`config.mk`:
```
export PLATFORM = sky130hd
export DESIGN_NAME = telem_word_serializer
export DESIGN_NICKNAME = d
export VERILOG_FILES = /design/src/rtl/telem_word_serializer.sv
export SDC_FILE = /design/constraint.sdc
export NUM_CORES = 1
export LEC_CHECK = 0
export CORE_UTILIZATION = 35
export CTS_BUF_LIST = sky130_fd_sc_hd__clkbuf_4
export DETAILED_ROUTE_END_ITERATION = 7
export PLACE_DENSITY_LB_ADDON = 0.3
export REMOVE_ABC_BUFFERS = 1
export SKIP_CTS_REPAIR_TIMING = 1
export SYNTH_ARGS = -nofsm -noshare
export SYNTH_HDL_FRONTEND = slang
export SYNTH_SLANG_ARGS = --single-unit
export TNS_END_PERCENT = 20
```
`constraint.sdc`:
```
create_clock -name clk -period 5.35 [get_ports clk]
set_input_delay 1.07 -clock clk [delete_from_list [all_inputs] [get_ports clk]]
set_output_delay 1.07 -clock clk [all_outputs]
set_load 0.02 [all_outputs]
```
`src/rtl/telem_word_serializer.sv`:
```
// Packet FIFO plus word serializer: wide telemetry packets in, gap-free bus words out under full/valid backpressure.
// Optional per-packet header word (sync + sequence) enabled by defining SERIALIZER_HEADER_EN.
module telem_word_serializer #(
  parameter int          PKT_W     = 88,
  parameter int          WORD_W    = 16,
  parameter int          DEPTH     = 4,
  parameter logic [15:0] IDLE_WORD = 16'h00BC
) (
  input  logic                      clk,
  input  logic                      rst_n,
  input  logic [PKT_W-1:0]          pkt_data,
  input  logic                      pkt_valid,
  output logic                      pkt_ready,
  output logic [WORD_W-1:0]         word_data,
  output logic [WORD_W/8-1:0]       word_be,
  output logic                      word_valid,
  input  logic                      word_full,
  input  logic                      clr_drops,
  output logic [15:0]               drop_count,
  output logic [$clog2(DEPTH):0]    fifo_level
);
  localparam int N  = (PKT_W + WORD_W - 1) / WORD_W;
  localparam int PW = N * WORD_W;
  localparam int BW = WORD_W / 8;
  localparam int AW = $clog2(DEPTH);
  localparam int LW = AW + 1;
`ifdef SERIALIZER_HEADER_EN
  localparam int NW = N + 1;
`else
  localparam int NW = N;
`endif
  localparam int CW = $clog2(NW) + 1;
  localparam int LAST_BYTES = (PKT_W - (N - 1) * WORD_W) / 8;
  localparam logic [BW-1:0]     FULL_BE  = '1;
  localparam logic [BW-1:0]     LAST_BE  = BW'((1 << LAST_BYTES) - 1);
  localparam logic [WORD_W-1:0] IDLE_VAL = WORD_W'(IDLE_WORD);

  // state | meaning
  // IDLE  | nothing to send, word_valid low
  // LOAD  | pop FIFO head into shift register, present first word
  // SEND  | present words in order, advance on each transfer
  typedef enum logic [1:0] {IDLE, LOAD, SEND} state_t;

  state_t            state, state_nxt;
  logic [PKT_W-1:0]  mem [DEPTH];
  logic [AW-1:0]     wr_ptr, rd_ptr;
  logic [LW-1:0]     level_nxt;
  logic              fifo_empty, fifo_full, push, pop, drop, load;
  logic [PW-1:0]     head_pad, shreg, sh_nxt;
  logic [CW-1:0]     idx, idx_nxt;
  logic [WORD_W-1:0] data_nxt;
  logic [BW-1:0]     be_nxt;
  logic              valid_nxt;
`ifdef SERIALIZER_HEADER_EN
  logic [7:0]        seq;
`endif

  assign fifo_empty = (fifo_level == '0);
  assign fifo_full  = (fifo_level == LW'(DEPTH));
  // a pop in the same cycle frees the slot, so a push at full still lands
  assign push       = pkt_valid & (~fifo_full | pop);
  assign drop       = pkt_valid & fifo_full & ~pop;
  assign head_pad   = PW'(mem[rd_ptr]);

  always_comb begin
    level_nxt = fifo_level;
    if (push && !pop)
      level_nxt = fifo_level + 1'b1;
    else if (pop && !push)
      level_nxt = fifo_level - 1'b1;
  end

  always_ff @(posedge clk) begin
    if (push)
      mem[wr_ptr] <= pkt_data;
  end

  always_ff @(posedge clk or negedge rst_n) begin
    if (!rst_n) begin
      wr_ptr     <= '0;
      rd_ptr     <= '0;
      fifo_level <= '0;
      pkt_ready  <= 1'b1;
      drop_count <= '0;
    end else begin
      if (push)
        wr_ptr <= wr_ptr + 1'b1;
      if (pop)
        rd_ptr <= rd_ptr + 1'b1;
      fifo_level <= level_nxt;
      pkt_ready  <= (level_nxt != LW'(DEPTH));
      if (clr_drops)
        drop_count <= '0;
      else if (drop && drop_count != 16'hFFFF)
        drop_count <= drop_count + 16'd1;
    end
  end

  always_comb begin
    state_nxt = state;
    idx_nxt   = idx;
    sh_nxt    = shreg;
    data_nxt  = word_data;
    be_nxt    = word_be;
    valid_nxt = word_valid;
    pop       = 1'b0;
    load      = 1'b0;
    case (state)
      IDLE: if (!fifo_empty) state_nxt = LOAD;
      LOAD: load = 1'b1;
      SEND: begin
        if (word_valid && !word_full) begin
          if (idx == CW'(NW - 1)) begin
            if (!fifo_empty) begin
              load = 1'b1;
            end else begin
              state_nxt = IDLE;
              valid_nxt = 1'b0;
              data_nxt  = IDLE_VAL;
              be_nxt    = '0;
              idx_nxt   = '0;
            end
          end else begin
            idx_nxt  = idx + 1'b1;
            data_nxt = shreg[WORD_W-1:0];
            sh_nxt   = shreg >> WORD_W;
            be_nxt   = (idx_nxt == CW'(NW - 1)) ? LAST_BE : FULL_BE;
          end
        end
      end
      default: state_nxt = IDLE;
    endcase
    // loading from SEND on the last transfer keeps the word stream bubble-free
    if (load) begin
      pop       = 1'b1;
      state_nxt = SEND;
      valid_nxt = 1'b1;
      idx_nxt   = '0;
`ifdef SERIALIZER_HEADER_EN
      data_nxt  = WORD_W'({seq, 8'hA5});
      be_nxt    = FULL_BE;
      sh_nxt    = head_pad;
`else
      data_nxt  = head_pad[WORD_W-1:0];
      be_nxt    = (NW == 1) ? LAST_BE : FULL_BE;
      sh_nxt    = head_pad >> WORD_W;
`endif
    end
  end

  always_ff @(posedge clk or negedge rst_n) begin
    if (!rst_n) begin
      state      <= IDLE;
      idx        <= '0;
      shreg      <= '0;
      word_data  <= IDLE_VAL;
      word_be    <= '0;
      word_valid <= 1'b0;
    end else begin
      state      <= state_nxt;
      idx        <= idx_nxt;
      shreg      <= sh_nxt;
      word_data  <= data_nxt;
      word_be    <= be_nxt;
      word_valid <= valid_nxt;
    end
  end

`ifdef SERIALIZER_HEADER_EN
  always_ff @(posedge clk or negedge rst_n) begin
    if (!rst_n)
      seq <= '0;
    else if (load)
      seq <= seq + 8'd1;
  end
`endif

endmodule

```
# Yosys cells after proc, flatten, opt, wreduce, memory -nomap -nowiden
# Memories as Yosys holds them, arrays and structs flattened.
# Cells that the tools add are included.
[totals]
register_bits = 145
ram_bits = 352
input_bits = 93
output_inout_bits = 39
elab_cells = 97
memories = 1
[memory_table]
columns = ["name", "depth", "width", "rd", "rd_ports_with_merged_regs", "write_ports", "line", "rtl"]
rows = [
  ["mem", 4, 88, 1, 0, 1, "45", "logic [PKT_W-1:0] mem [DEPTH];"],
]
[classes]
addsub = 6
eq_ne = 14
mux = 41
bitwise = 6
reduce_logical = 18
[ops]
columns = ["cell", "n"]
rows = [
  ["$mux 96", 4],
  ["$mux 16", 7],
  ["$mux 2", 10],
  ["$mux 4", 5],
  ["$ne 3x3->1 const B", 6],
  ["$add 16x1->16 const B", 1],
  ["$ne 16x16->1 const B", 1],
  ["$mux 1", 11],
  ["$reduce_bool 2->1", 5],
  ["$eq 4x3->1 const B", 2],
  ["$mux 3", 2],
  ["$pmux 2 s3", 1],
  ["$reduce_and 3->1", 2],
  ["$reduce_and 5->1", 1],
  ["$add 2x1->2 const B", 2],
  ["$add 4x1->4 const B", 1],
  ["$logic_and 1x1->1", 4],
  ["$ne 2x2->1 const B", 2],
  ["$reduce_and 4->1", 1],
  ["$add 3x1->3 const B", 1],
  ["$and 1x1->1", 3],
  ["$eq 3x3->1 const B", 1],
  ["$logic_not 1->1", 3],
  ["$logic_not 3->1", 1],
  ["other kinds (7)", 8],
]

# Depth between registers and ports, before layout
# Gate-level depths: netlist of run 1.
[depth]
depth_word = 13
ltp_mapped = 10
depth_no_buf = 7

# Least setup slack after synthesis of run 1
# No wires, ideal clock.
[synth_path]
path_type = "in2reg"
startpoint = "input port word_full"
endpoint = "memory mem[0][0], enable pin"
setup_ns = 0.456
arrival_time_ns = 4.145
required_ns = 4.894
setup_slack_ns = 0.748
cell_stages = 5
path_buffers = 1
cell_sequence = "and3b_1 a41oi_1 buf_2 a31oi_1 and2_1"
[synth_via]
elab_chain_cells = 9
[synth_lines]
columns = ["element", "line", "rtl"]
rows = [
  ["start, declared", "17", "input logic word_full,"],
  ["$logic_not 1->1", "112", "if (word_valid && !word_full) begin"],
  ["$logic_and 1x1->1", "112", ""],
  ["$mux 1", "112", ""],
  ["$pmux 1 s2", "108", "case (state)"],
  ["$mux 1", "134", "if (load) begin"],
  ["$or 1x1->1", "61", "assign push = pkt_valid & (~fifo_full | pop);"],
  ["$and 1x1->1", "61", ""],
  ["$mux 1", "74", "if (push)"],
  ["$mux 1 (not written as such)", "75", "mem[wr_ptr] <= pkt_data;"],
  ["end, declared", "45", ""],
]
# Every way passes these cells.

# Worst setup path after layout of run 1
[layout_path]
startpoint = "register idx[1]"
endpoint = "memory mem[2][81], enable pin"
[layout_via]
elab_chain_cells = 9
[layout_lines]
columns = ["element", "line", "rtl"]
rows = [
  ["start, declared", "50", "logic [CW-1:0] idx, idx_nxt;"],
  ["start signal, assigned", "161", "idx <= idx_nxt;"],
  ["$eq 4x3->1", "113", "if (idx == CW'(NW - 1)) begin"],
  ["$mux 1", "113", ""],
  ["$mux 1", "112", ""],
  ["$pmux 1 s2", "108", ""],
  ["$mux 1", "134", ""],
  ["$or 1x1->1", "61", ""],
  ["$and 1x1->1", "61", ""],
  ["$mux 1", "74", ""],
  ["$mux 1 (not written as such)", "75", ""],
]
# Every way passes these cells.

==> impl_metrics.csv, run 1 <==
group,metric,value,unit
status,outcome,"complete, no violations",
timing,rsz0062_at_grt,"no",
logic_synthesis,synth_area_leaders,"edfxtp_1, dfrtp_1, mux4_2, a221o_1, and3_1",
cells_and_area,layout.nets,1337,
logic_synthesis,synth_area_per_cell,17.9,µm²
clock_tree,cts_buffers,117,
clock_tree,clock-sinks,473,
placement,placedCellCount,1791,
logic_synthesis,ys.flop_type,"edfxtp_1",
floorplan,start_util,35.6,%
timing,fin_crit,3.21,ns
logic_synthesis,synthDistinctLibCells,52,
routing,drc_errors,0,
timing,clock.fmax,312,MHz
floorplan,die-area,53500,µm²
logic_synthesis,synthArstFlopShare,25.6,%
grt,grt_pass1_vias,11000,
cells_and_area,fill_cells,4571,
worst_hold_path,hold_path.class,"in -> async",
floorplan,core_area,51600,µm²
timing,setup_viol,0,
floorplan,io_pins,132,
timing,skew,0.0569,ns
floorplan,die_h,231,µm
routing,routedWlPerCell,19.6,µm
power_and_ir_drop,switchingPower,3.80,mW
cells_and_area,stdcell_count,2016,
critical_path,critPathMaxFanout,33,
critical_path,endpoint_kind,"register",
logic_synthesis,yosysWarnings,0,
grt,antenna_found_initial,3,
logic_synthesis,ys_ff_latch,473,
logic_synthesis,synth_edf_count,352,
cells_and_area,layout-drive-gt1-share,25.2,%
critical_path,max_stage_delay,0.64,ns
power_and_ir_drop,p_leak,8.08,nW
critical_path,start_kind,"register",
grt,grt_start_max_net_pins,76,
clock_tree,cts_tree,"done",
grt,grt_pass1_wl,62500,µm
critical_path,r2r_cells,7,
placement,gp_congestion,0.786,
timing,slew_viol_final,0,
clock_tree,clk_pin_slew,0.06,ns
timing,worstMarginPinSlew,1.13,ns
critical_path,critPathArrivalTime,3.69,ns
critical_path,r2r-start,"idx[1]",
critical_path,path_cells,"inv_1 -> ha_1 -> and3b_1 -> a41oi_4 -> a31oi_1 -> and2_4 -> buf_4",
routing,dr.pass1.iters,5,
power_and_ir_drop,pwr_density_cell,546,nW/µm²
power_and_ir_drop,total_power,12.1,mW
critical_path,rrSetupSlack,2.14,ns
critical_path,cp_num_buf_inv,2,
run,drv_cap,0,
logic_synthesis,syn_inst,1025,
critical_path,critical-path-slowest-cell,"and2_4",
clock_tree,ctsLongestPathBuffers,3,
power_and_ir_drop,pwr-share-comb,28.6,%
critical_path,required,5.83,ns
grt,grtUsageTotal,15.3,%
routing,viasPerCell,5.07,
critical_path,cp.depth,7,
power_and_ir_drop,sw_frac_of_total,31.3,%
timing,min_period_over_period,60.0,%
critical_path,critPathKind,"reg -> reg",
logic_synthesis,synth_area,18400,µm²
routing,num_vias,10200,
floorplan,rows,83,
logic_synthesis,synth.top_cell.area_share,57.5,%
critical_path,r2r_end,"mem[2][81]",
timing,hold_viol,0,
critical_path,crit_end,"mem[2][81]",
clock_tree,insertion_delay,0.84,ns
clock_tree,htreeDepth,3,
cells_and_area,area_growth,20.9,%
routing,antenna_left,0,
cells_and_area,fin_util,43.1,%
routing,routed_wl,39500,µm
critical_path,cp-startpoint,"idx[1]",
power_and_ir_drop,p_int,8.34,mW
clock_tree,cts-root-buf,"clkbuf_4",
grt,grt_overflow,0,
placement,dp.final_hpwl,23200,µm
routing,drt_iter0_drc,605,
floorplan,fp.dieW,231,µm
logic_synthesis,synth_top_area_cell,"edfxtp_1",
critical_path,cp_top_family,"simple AND/OR/NAND/NOR gates",
timing,max_slew_margin,24.8,%
power_and_ir_drop,seq_power_share,45.3,%
power_and_ir_drop,vdd_drop_max,0.000365,V
placement,portBuffers,131,
logic_synthesis,synth-seq-area-share,74.0,%
power_and_ir_drop,clock_power_share,26.1,%
cells by family after synthesis:
kind of cell	Yosys count	synth area share (%)
flops	473	74.0
mux	99	11.4
simple gates	212	6.05
buf+inv	76	1.60
fa+ha+maj	14	0.952
compound gates	146	5.83
xor+xnor	5	0.238
power by group through the flow:
stage               sequential (mW)  combinational (mW)  clock [mW]
detailed placement             5.58                3.53           0
CTS                            5.51                3.54        3.28
global route                   5.61                3.81        3.48
finish                         5.49                3.48        3.17
floorplan                      5.60                2.37           0
global placement               5.55                3.50           0
worst reg2reg max path, delay by kind of cell (launching register included):
family          cells  cell delay [ns]
simple gates        2             1.00
compound gates      2             0.70
buf+inv             2             0.52
flops               1             0.43
fa+ha+maj           1             0.22
how the worst min path moves through the flow:
stage / startpoint / to / slack [ns] / depth (start not counted)
after detailed placement: word_data[2] / word_data[2] / 0.48 / 2
after global routing: rst_n / state[0] / 0.15 / 1
after floorplan: shreg[56] / shreg[56] / 0.47 / 2
after global placement: word_data[6] / word_data[6] / 0.47 / 2
after CTS: rst_n / drop_count[0] / 0.11 / 1
final: rst_n / shreg[2] / 0.20 / 1
metal layers:
layer / vias up / track usage (%) / wire length (µm)
met4: 2 / 5.69 / 759
met2: 253 / 25.2 / 19400
met3: 61 / 3.59 / 2060
met1: 5283 / 19.6 / 17300
met5: - / 0 / 13
li1: 4626 / - / -
cell usage in the layout (no fill, tap or decap), types with 4 or more instances in the layout:
master,Yosys,layout
mux2i_1,10,10
and2_4,0,4
clkinv_1,0,18
clkbuf_4,0,196
buf_4,0,12
inv_1,14,14
nand2_1,78,77
dfstp_2,6,6
nand3_1,28,28
dfrtp_1,115,113
o21ai_0,37,37
nor3_1,5,5
o21ai_1,5,5
edfxtp_1,352,352
and3_1,52,52
buf_12,0,5
or3_1,11,11
a21oi_1,22,22
o22ai_1,6,6
clkdlybuf4s50_1,0,130
xnor2_1,5,5
a22oi_1,11,11
a221o_1,49,49
ha_1,14,14
mux4_2,88,88
nor2_1,10,7
area by class of cell:
class	count	area, µm²	area share, %
inverters	14	52.6	0.236
repair buffers	148	1500	6.76
clock inverters	27	178	0.799
well taps	680	851	3.83
diodes	2	5.00	0.0225
flip-flops and latches	473	13600	61.2
multi-input cells	476	4560	20.5
clock buffers	196	1470	6.62
Yosys cell counts, drive strengths merged, types with 2 or more instances:
cell     instances
o2111ai          2
nor2b            3
dfrtp          115
xnor2            5
o41ai            2
dfstp            6
a21oi           22
and3            52
a22oi           11
nand3           28
mux4            88
nand2b           2
nand4            3
or4              4
inv             14
nor3             5
nand2           78
and3b            2
clkbuf          45
a221o           49
and4             2
o21ai           42
o31ai            3
mux2i           10
and2             5
edfxtp         352
nand3b           3
nor2            10
o22ai            6
ha              14
buf             17
or3             11
stage by stage:
| stage | setup TNS, ns | setup slack [ns] | hold WS (ns) | instance area, µm² |
|---|---|---|---|---|
| after CTS | 0 | 2.08 | 0.109 | 22200 |
| after global placement | 0 | 1.37 | 0.469 | 20600 |
| after detailed placement | 0 | 1.35 | 0.477 | 20600 |
| after global routing | 0 | 1.85 | 0.145 | 22200 |
| final | 0 | 2.14 | 0.198 | 22200 |
| after floorplan | -372.64 | -2.58 | 0.467 | 18200 |
flip-flops by register name, indices dropped and copies added (netlist names):
register,count
drop_count,16
fifo_level,3
idx,4
mem,352
pkt_ready,1
rd_ptr,2
shreg,72
state,2
word_be,2
word_data,16
word_valid,1
wr_ptr,2
Note: power is estimated with default switching activity, not from simulation.
==> run 2, diff against run 1 <==
- clock period: 5.35 -> 3.4 ns (I/O delays scaled with it)
==> run 2 against run 1 <==
Against the previous run: wire length rose by 1.4%; critical path depth increased by 1; setup slack got worse by 1.5 ns; worst hold slack improved by 0.22 ns; power rose by 60%; via count fell by 0.43%; clock skew up 0.015 ns; core utilization up 0.55 points; non-clock buffer count is 17 higher; critical path type unchanged.
==> impl_metrics.csv, run 2 (synthesized netlist as in run 1, its figures left out) <==
group,metric,value,unit
grt,grt_pass1_vias,11000,
timing,slew_viol_final,0,
placement,place_area,20900,µm²
timing,max_slew_margin,34.1,%
timing,worst_slack,0.670,ns
cells_and_area,layout.nets,1355,
cells_and_area,top_regs,"mem x352, shreg x72",
floorplan,start_util,35.6,%
critical_path,r2r_cells,8,
routing,num_vias,10200,
critical_path,crit_end,"shreg[9]",
cells_and_area,fill_cells,4569,
critical_path,start_kind,"register",
critical_path,critPathMaxFanout,45,
clock_tree,clock-sinks,473,
clock_tree,htreeDepth,3,
floorplan,die-area,53500,µm²
placement,pre_cts_slack,0.347,ns
cells_and_area,final_common_cell,"edfxtp_1",
power_and_ir_drop,pwr_density_cell,860,nW/µm²
cells_and_area,layout-drive-gt1-share,25.9,%
cells_and_area,finish.instance_area,22500,µm²
critical_path,r2r_end,"shreg[9]",
worst_hold_path,hold_path.class,"in -> async",
routing,antenna_left,0,
power_and_ir_drop,total_power,19.4,mW
timing,skew,0.0718,ns
timing,min_period_over_period,80.3,%
floorplan,io_pins,132,
grt,antenna_found_initial,2,
cells_and_area,final_cell_mix,"edfxtp_1, clkbuf_4, clkdlybuf4s50_1",
critical_path,r2r-start,"fifo_level[1]",
routing,drc_errors,0,
placement,portBuffers,131,
status,outcome,"complete, no violations",
floorplan,die_h,231,µm
grt,grt_start_max_net_pins,69,
timing,clock.fmax,366,MHz
run,drv_cap,0,
timing,hold_viol,0,
routing,viasPerCell,5.01,
clock_tree,cts-root-buf,"clkbuf_4",
grt,grt_pass1_wl,62500,µm
cells_and_area,area_growth,22.4,%
placement,dp.final_hpwl,23900,µm
critical_path,rrSetupSlack,0.67,ns
timing,rsz0062_at_grt,"no",
cells_and_area,regMostFlops,"mem",
routing,drt_iter0_drc,503,
critical_path,critPathKind,"reg -> reg",
power_and_ir_drop,vdd_drop_max,0.000417,V
timing,worstMarginPinSlew,0.986,ns
routing,routedWlPerCell,19.7,µm
timing,fin_crit,2.73,ns
critical_path,required,4.12,ns
placement,gp_congestion,0.778,
floorplan,core_area,51600,µm²
clock_tree,cts_buffers,118,
critical_path,critPathArrivalTime,3.45,ns
grt,grtUsageTotal,15.4,%
grt,grt_overflow,0,
critical_path,endpoint_kind,"register",
floorplan,rows,83,
clock_tree,clk_pin_slew,0.06,ns
cells_and_area,largest_reg_flops,352,
routing,dr.pass1.iters,5,
floorplan,fp.dieW,231,µm
power_and_ir_drop,p_leak,8.21,nW
timing,setup_viol,0,
clock_tree,insertion_delay,0.85,ns
clock_tree,ctsLongestPathBuffers,3,
clock_tree,cts_tree,"done",
critical_path,cp-startpoint,"fifo_level[1]",
routing,routed_wl,40100,µm
[run 2: cell count changes in the layout (fill, tap and decap cells not counted), sizes merged]
cell,change
clkbuf,-1
clkinv,-1
dlygate4sd3,+1
clkinvlp,+1
buf,+16
[run 2: metrics by stage]
step	setup TNS, ns	util [%]	hold WS [ns]	instances
6_report	0	43.6	0.420	2032
2_1_floorplan	-1082.11	-	0.384	963
5_1_grt	0	43.6	0.413	2031
3_3_place_gp	0	40.4	0.468	1807
3_5_place_dp	0	40.4	0.471	1807
4_1_cts	0	43.6	-0.232	2029
[run 2: worst min path at each step]
stage / end / start / slack, ns / cells after the start
floorplan: drop_count[0] / rst_n / 0.38 / 0
global placement: word_data[9] / word_data[9] / 0.47 / 2
detailed placement: word_data[9] / word_data[9] / 0.47 / 2
CTS: fifo_level[2] / rst_n / -0.23 / 1
global route: mem[0][15] / pkt_data[15] / 0.41 / 1
finish: state[1] / rst_n / 0.42 / 2
[run 2: metal layers]
layer	vias up	part of all wire (%)	wire length [µm]	global-route usage, %
met1	5209	44	17600	19.9
met3	48	5.9	2350	4.12
met2	257	48	19400	24.7
met5	-	0.030	12	0
li1	4665	-	-	-
met4	2	1.9	745	6.31
[run 2: where the power goes]
part / switching, mW / internal [mW] / total, mW / leakage, nW
Clock: 2.21 / 2.73 / 4.93 / 0.973
Sequential: 0.618 / 7.79 / 8.41 / 4.74
Combinational: 3.21 / 2.81 / 6.02 / 2.49
Total: 6.04 / 13.3 / 19.4 / 8.21
[run 2: final cells by class]
class                   count  area, µm²  share of cell area, %
flip-flops and latches    473      13600                   60.4
clock inverters            27        165                  0.733
clock buffers             195       1460                   6.50
well taps                 680        851                   3.78
repair buffers            165       1810                   8.03
multi-input cells         476       4560                   20.3
inverters                  14       52.6                  0.233
diodes                      2       5.00                 0.0222
[run 2: critical path, cell delays in order (launching register included)]
cell	delay (ns)
dfrtp_1	0.40
inv_1	0.12
ha_1	0.33
nand2b_1	0.23
a41oi_4	0.28
buf_4	0.36
buf_4	0.49
and3_1	0.25
a221o_1	0.11
